<file path="src/rtl/wand_bus_tx.sv">
// Open-drain transmitter/arbiter for a shared wired-AND single-wire bus.
// Sends one MSB-first frame as START, DATA_W data bits and STOP. Each bit is read back to detect lost arbitration.
module wand_bus_tx #(
  parameter int DATA_W     = 8,
  parameter int BIT_CYCLES = 4
) (
  input  logic              clk,
  input  logic              rst_n,
  input  logic              tx_valid,
  output logic              tx_ready,
  input  logic [DATA_W-1:0] tx_data,
  input  logic              line_in,
  output logic              drive_low,
  output logic              busy,
  output logic              done,
  output logic [DATA_W-1:0] rx_data,
  output logic              arb_lost,
  output logic              stop_err,
  output logic [1:0]        dbg_state
);

  localparam int CNT_W = (BIT_CYCLES > 1) ? $clog2(BIT_CYCLES) : 1;
  localparam int BIT_W = (DATA_W > 1) ? $clog2(DATA_W) : 1;
  localparam logic [CNT_W-1:0] CNT_LAST   = CNT_W'(BIT_CYCLES - 1);
  localparam logic [CNT_W-1:0] CNT_SAMPLE = CNT_W'(BIT_CYCLES / 2);
  localparam logic [BIT_W-1:0] BIT_MSB    = BIT_W'(DATA_W - 1);

  typedef enum logic [1:0] {IDLE, START, DATA, STOP} state_t;

  state_t            state;
  logic [CNT_W-1:0]  cnt;
  logic [BIT_W-1:0]  bit_idx;
  logic [DATA_W-1:0] tx_bits;
  logic              lost;
  logic              line_high;
  logic              lose_now;

  // Handshake: a frame is accepted on a rising edge where tx_valid & tx_ready; tx_ready is high only in IDLE.
  assign tx_ready  = (state == IDLE);
  assign dbg_state = state;

  // Only a solid 1 counts as high; x/z on the wire read as driven low.
  assign line_high = (line_in === 1'b1);
  assign lose_now  = (state == DATA) && (cnt == CNT_SAMPLE) && tx_bits[bit_idx] && !line_high;

  always_ff @(posedge clk) begin
    if (!rst_n) begin
      state     <= IDLE;
      cnt       <= '0;
      bit_idx   <= '0;
      tx_bits   <= '0;
      lost      <= 1'b0;
      drive_low <= 1'b0;
      busy      <= 1'b0;
      done      <= 1'b0;
      rx_data   <= '0;
      arb_lost  <= 1'b0;
      stop_err  <= 1'b0;
    end else begin
      done <= 1'b0;
      if (state != IDLE) begin
        cnt <= (cnt == CNT_LAST) ? '0 : cnt + 1'b1;
      end
      case (state)
        IDLE: begin
          drive_low <= 1'b0;
          if (tx_valid) begin
            tx_bits   <= tx_data;
            rx_data   <= '0;
            arb_lost  <= 1'b0;
            stop_err  <= 1'b0;
            lost      <= 1'b0;
            busy      <= 1'b1;
            cnt       <= '0;
            drive_low <= 1'b1;
            state     <= START;
          end
        end
        START: begin
          if (cnt == CNT_LAST) begin
            bit_idx   <= BIT_MSB;
            drive_low <= ~tx_bits[DATA_W-1];
            state     <= DATA;
          end
        end
        DATA: begin
          if (cnt == CNT_SAMPLE) begin
            rx_data[bit_idx] <= line_high;
          end
          if (lose_now) begin
            lost      <= 1'b1;
            arb_lost  <= 1'b1;
            drive_low <= 1'b0;
          end
          // The bit-boundary update comes last so it overrides the loss release above.
          // It folds in a loss detected on this same edge, which matters when the sample point is the last cycle.
          if (cnt == CNT_LAST) begin
            if (bit_idx == '0) begin
              drive_low <= 1'b0;
              state     <= STOP;
            end else begin
              bit_idx   <= bit_idx - 1'b1;
              drive_low <= ~tx_bits[bit_idx - 1'b1] & ~lost & ~lose_now;
            end
          end
        end
        STOP: begin
          drive_low <= 1'b0;
          if (cnt == CNT_SAMPLE && !line_high) begin
            stop_err <= 1'b1;
          end
          if (cnt == CNT_LAST) begin
            busy  <= 1'b0;
            done  <= 1'b1;
            state <= IDLE;
          end
        end
        default: begin
          drive_low <= 1'b0;
          busy      <= 1'b0;
          state     <= IDLE;
        end
      endcase
    end
  end

endmodule

</file>
<file path="config.mk">
export PLATFORM = sky130hd
export DESIGN_NAME = wand_bus_tx
export DESIGN_NICKNAME = d
export VERILOG_FILES = /design/src/rtl/wand_bus_tx.sv
export SDC_FILE = /design/constraint.sdc
export NUM_CORES = 1
export LEC_CHECK = 0
export CORE_MARGIN = 1
export CORE_UTILIZATION = 52
export DETAILED_ROUTE_END_ITERATION = 12
export HOLD_SLACK_MARGIN = 0.08
export PLACE_DENSITY = 0.79
export SKIP_CTS_REPAIR_TIMING = 1
export SLEW_MARGIN = 20
export SYNTH_ARGS = -nofsm -noshare
export SYNTH_HDL_FRONTEND = slang
export SYNTH_SLANG_ARGS = --single-unit
</file>
<file path="constraint.sdc">
create_clock -name clk -period 3.2 [get_ports clk]
set_input_delay 0.96 -clock clk [delete_from_list [all_inputs] [get_ports clk]]
set_output_delay 0.96 -clock clk [all_outputs]
set_load 0.03 [all_outputs]
</file>
==> metrics.txt <==
# TYPE chip_impl_metric gauge
chip_impl_metric{name="grt_util_met2",unit="%"} 35.6
chip_impl_metric{name="worstSkewPairLatency",unit="ns"} 0.32
chip_impl_metric{name="slew-limit-headroom",unit="%"} 64.2
chip_impl_metric{name="wl_per_cell",unit="um"} 13.4
chip_impl_metric{name="synth-edff-count",unit=""} 0
chip_impl_metric{name="drc",unit=""} 0
chip_impl_metric{name="netlist_area",unit="mm^2"} 0.00155
chip_impl_metric{name="r2r_slack",unit="ns"} 0.63
chip_impl_metric{name="yosys.area_share.xor_xnor",unit="%"} 0.566
chip_impl_metric{name="share_of_flip_flops_with_an_asynchronous_set_or_reset",unit="%"} 0
chip_impl_metric{name="setup_viol",unit=""} 0
chip_impl_metric{name="post-synth-top-area-fraction",unit="%"} 36.2
chip_impl_metric{name="globalplace.congestion",unit=""} 0.846
chip_impl_metric{name="htree_levels",unit=""} 1
chip_impl_metric{name="overflow",unit=""} 0
chip_impl_info{name="cts.root.buffer_cell",value="sky130_fd_sc_hd__clkbuf_4"} 1
chip_impl_info{name="grt_busiest_layer",value="met2"} 1
chip_impl_metric{name="grt_pass1_vias",unit=""} 1243
chip_impl_info{name="worst_path_max_delay_cell",value="sky130_fd_sc_hd__clkdlybuf4s50_1"} 1
chip_impl_metric{name="numCtsBuffers",unit=""} 3
chip_impl_metric{name="crit_fanout",unit=""} 8
chip_impl_metric{name="synth_simple_gate_area_share",unit="%"} 20.1
chip_impl_metric{name="vdd.ir_drop.worst",unit="V"} 0.000680
chip_impl_info{name="library_cell_with_the_highest_instance_count_after_synthesis",value="sky130_fd_sc_hd__dfxtp_1"} 1
chip_impl_metric{name="pre_cts_ws",unit="ns"} 0.559
chip_impl_metric{name="dr.pass1.iters",unit=""} 4
chip_impl_metric{name="fin_hold_ws",unit="ns"} 0.490
chip_impl_metric{name="route.detailed.vias_per_inst",unit=""} 5.83
chip_impl_info{name="synth_flop_cell",value="sky130_fd_sc_hd__dfxtp_1"} 1
chip_impl_metric{name="synth_sequential_area_ratio",unit="%"} 36.2
chip_impl_metric{name="critical_path_rt",unit="ns"} 2.24
chip_impl_metric{name="globalRouteMet3Util",unit="%"} 2.53
chip_impl_metric{name="post_route_cells_drive_above_1_share",unit="%"} 4.88
chip_impl_metric{name="fin_ws",unit="ns"} 0.387
chip_impl_metric{name="cts.path.max_buffers",unit=""} 2
chip_impl_metric{name="synth_fa_ha_area_share",unit="%"} 6.47
chip_impl_metric{name="timing.setup.tns",unit="ns"} 0
chip_impl_metric{name="die_h",unit="um"} 56.5
chip_impl_metric{name="max_stage_delay",unit="ns"} 0.73
chip_impl_metric{name="grt_first_pass_wirelength",unit="um"} 5430
chip_impl_metric{name="coreArea",unit="mm^2"} 0.00278
chip_impl_metric{name="post_synth.cell_area_avg",unit="um^2"} 8.31
chip_impl_info{name="rsz0062_at_grt",value="false"} 1
chip_impl_info{name="netlist_top_cells_count",value="sky130_fd_sc_hd__dfxtp_1, sky130_fd_sc_hd__nand2_1, sky130_fd_sc_hd__o21ai_0"} 1
chip_impl_info{name="worst-setup-path-type",value="reg -> out"} 1
chip_impl_metric{name="start_util",unit="%"} 55.6
chip_impl_metric{name="globalRouteMet1Util",unit="%"} 28.6
chip_impl_metric{name="clock.fmax",unit="MHz"} 356
chip_impl_info{name="cells_traversed_along_the_worst_timing_path",value="inv_1, ha_1, clkdlybuf4s50_1"} 1
chip_impl_metric{name="maxSlewViolCount",unit=""} 0
chip_impl_metric{name="pin_count",unit=""} 28
chip_impl_metric{name="reg2regPathDepth",unit=""} 6
chip_impl_metric{name="post-route-min-period",unit="ns"} 2.81
chip_impl_metric{name="drtIter0Drc",unit=""} 30
chip_impl_metric{name="hold_path_depth",unit=""} 2
chip_impl_info{name="hold_path.startpoint",value="tx_bits[6]"} 1
chip_impl_info{name="setup.worst_path.end_class",value="output pin"} 1
chip_impl_metric{name="synth_compound_area_share",unit="%"} 24.6
chip_impl_metric{name="fp.dieW",unit="um"} 56.5
chip_impl_metric{name="diodes",unit=""} 0
chip_impl_info{name="worst_r2r_endpoint",value="drive_low"} 1
chip_impl_metric{name="timing_worst_slew_pin_value",unit="ns"} 0.534
chip_impl_info{name="start_kind",value="flip-flop"} 1
chip_impl_metric{name="port_buffers",unit=""} 27
chip_impl_metric{name="areaGrowthSynthToFinish",unit="%"} 18.4
chip_impl_metric{name="cts.clk_slew.worst_paths",unit="ns"} 0.14
chip_impl_metric{name="netlist_instances",unit=""} 186
chip_impl_metric{name="worst-endpoint-arrival",unit="ns"} 1.85
chip_impl_info{name="yosys-top-cells-area",value="sky130_fd_sc_hd__dfxtp_1, sky130_fd_sc_hd__ha_1, sky130_fd_sc_hd__o21ai_0"} 1
chip_impl_metric{name="largest_net_degree_at_the_start_of_global_routing",unit=""} 30
chip_impl_metric{name="yosys.cell_types.count",unit=""} 42
chip_impl_info{name="yosys.area.top_type",value="sky130_fd_sc_hd__dfxtp_1"} 1
chip_impl_metric{name="postSynthNetCount",unit=""} 206
chip_impl_metric{name="global_route.usage.total",unit="%"} 21.1
chip_impl_info{name="r2r_start",value="bit_idx[0]"} 1
chip_impl_metric{name="timing.final.hold_violations",unit=""} 0
chip_impl_metric{name="synth.ff_latch_count",unit=""} 28
chip_impl_info{name="main_combinational_cell_family_by_area_after_synthesis",value="compound AO/OA/AOI/OAI gates"} 1
chip_impl_info{name="status",value="finished clean"} 1
chip_impl_metric{name="power_leakage",unit="nW"} 0.649
chip_impl_metric{name="multiplexer_area_fraction_after_synthesis",unit="%"} 5.83
chip_impl_metric{name="final_nets",unit=""} 227
chip_impl_metric{name="final.setup_skew",unit="ns"} 0.00279
chip_impl_metric{name="vias",unit=""} 1375
chip_impl_metric{name="numClockSinks",unit=""} 28
chip_impl_metric{name="drv.max_cap_violation_count",unit=""} 0
chip_impl_metric{name="place.detailed.hpwl",unit="um"} 2400
chip_impl_metric{name="num_rows",unit=""} 19
chip_impl_info{name="cp-startpoint",value="dbg_state[0]"} 1
chip_impl_metric{name="yosysWarningCount",unit=""} 0
chip_impl_info{name="min-delay-path-class",value="reg -> reg"} 1
chip_impl_info{name="min_delay_worst_endpoint",value="tx_bits[6]"} 1
chip_impl_metric{name="wl",unit="um"} 3160
chip_impl_metric{name="min_period_over_period",unit="%"} 87.9
chip_impl_metric{name="antenna_found_initial",unit=""} 0
chip_impl_metric{name="power_per_cell_area",unit="mW/mm^2"} 601
chip_impl_metric{name="fp.dieArea",unit="mm^2"} 0.00320
chip_impl_info{name="clock_tree_from_tritoncts",value="yes"} 1
chip_impl_metric{name="ant_nets",unit=""} 0
where the power goes:
group	total (mW)	internal, mW	switching [mW]
registers	0.441	0.399	0.0422
clock network	0.143	0.0441	0.0985
logic	0.517	0.210	0.307
per-stage QoR:
stage	std cells	util, %	total power, mW	cell area [um^2]
6_report	236	65.8	1.10	1830
5_1_grt	236	65.8	1.18	1830
4_1_cts	236	65.8	1.10	1830
3_5_place_dp	233	65.0	0.962	1810
3_3_place_gp	233	65.0	0.942	1810
2_1_floorplan	186	-	0.815	1550
worst max-delay path: cells and delay by family (launching register included):
family     cells  cell delay (ns)
buf+inv        2             0.84
flops          1             0.37
fa+ha+maj      1             0.32
how the worst max path moves through the flow:
stage          cells after the start  slack (ns)    endpoint
2_1_floorplan                      7        0.83   drive_low
3_3_place_gp                       6        0.64  rx_data[7]
3_5_place_dp                       6        0.56  rx_data[3]
4_1_cts                            3        0.39    tx_ready
5_1_grt                            3        0.31    tx_ready
6_report                           3        0.39    tx_ready
metal layers:
layer  share of wire, %  up-vias
li1                   -      691
met2                 48       40
met1                 46      641
met3                5.2        3
met5                  0        -
met4               0.57        0
flip-flops by register name, summed over array words and instances (netlist names):
name	cells
stop_err	1
tx_bits	8
done	1
busy	1
cnt	2
dbg_state	2
rx_data	8
drive_low	1
lost	1
bit_idx	3
area by class of cell:
type | count | area, um^2
clock buffers | 3 | 22.5
inverters | 11 | 41.3
repair buffers | 28 | 278
flip-flops and latches | 28 | 561
multi-input cells | 135 | 890
fillers | 233 | 951
well taps | 31 | 38.8
cell families after synthesis:
family / after synthesis
AOI/OAI and AO/OA: 60
and+or+nand+nor: 60
DFF: 28
buffers and inverters: 23
adders and majority gates: 8
muxes: 6
xor gates and xnor gates: 1
cells in the final DEF, fill, tap and decap left out, drive strengths merged, types with 3 or more instances in the layout:
cell type and instances:
o21ai 19, nand2 24, nor2 5, and2 9
a21oi 9, nand3 4, a31oi 6, dfxtp 28
ha 8, inv 11, nor2b 3, clkbuf 3
mux2i 3, a21boi 11, clkdlybuf4s50 27, nand2b 3
o22ai 3
Power figures use the tool's default switching activity.
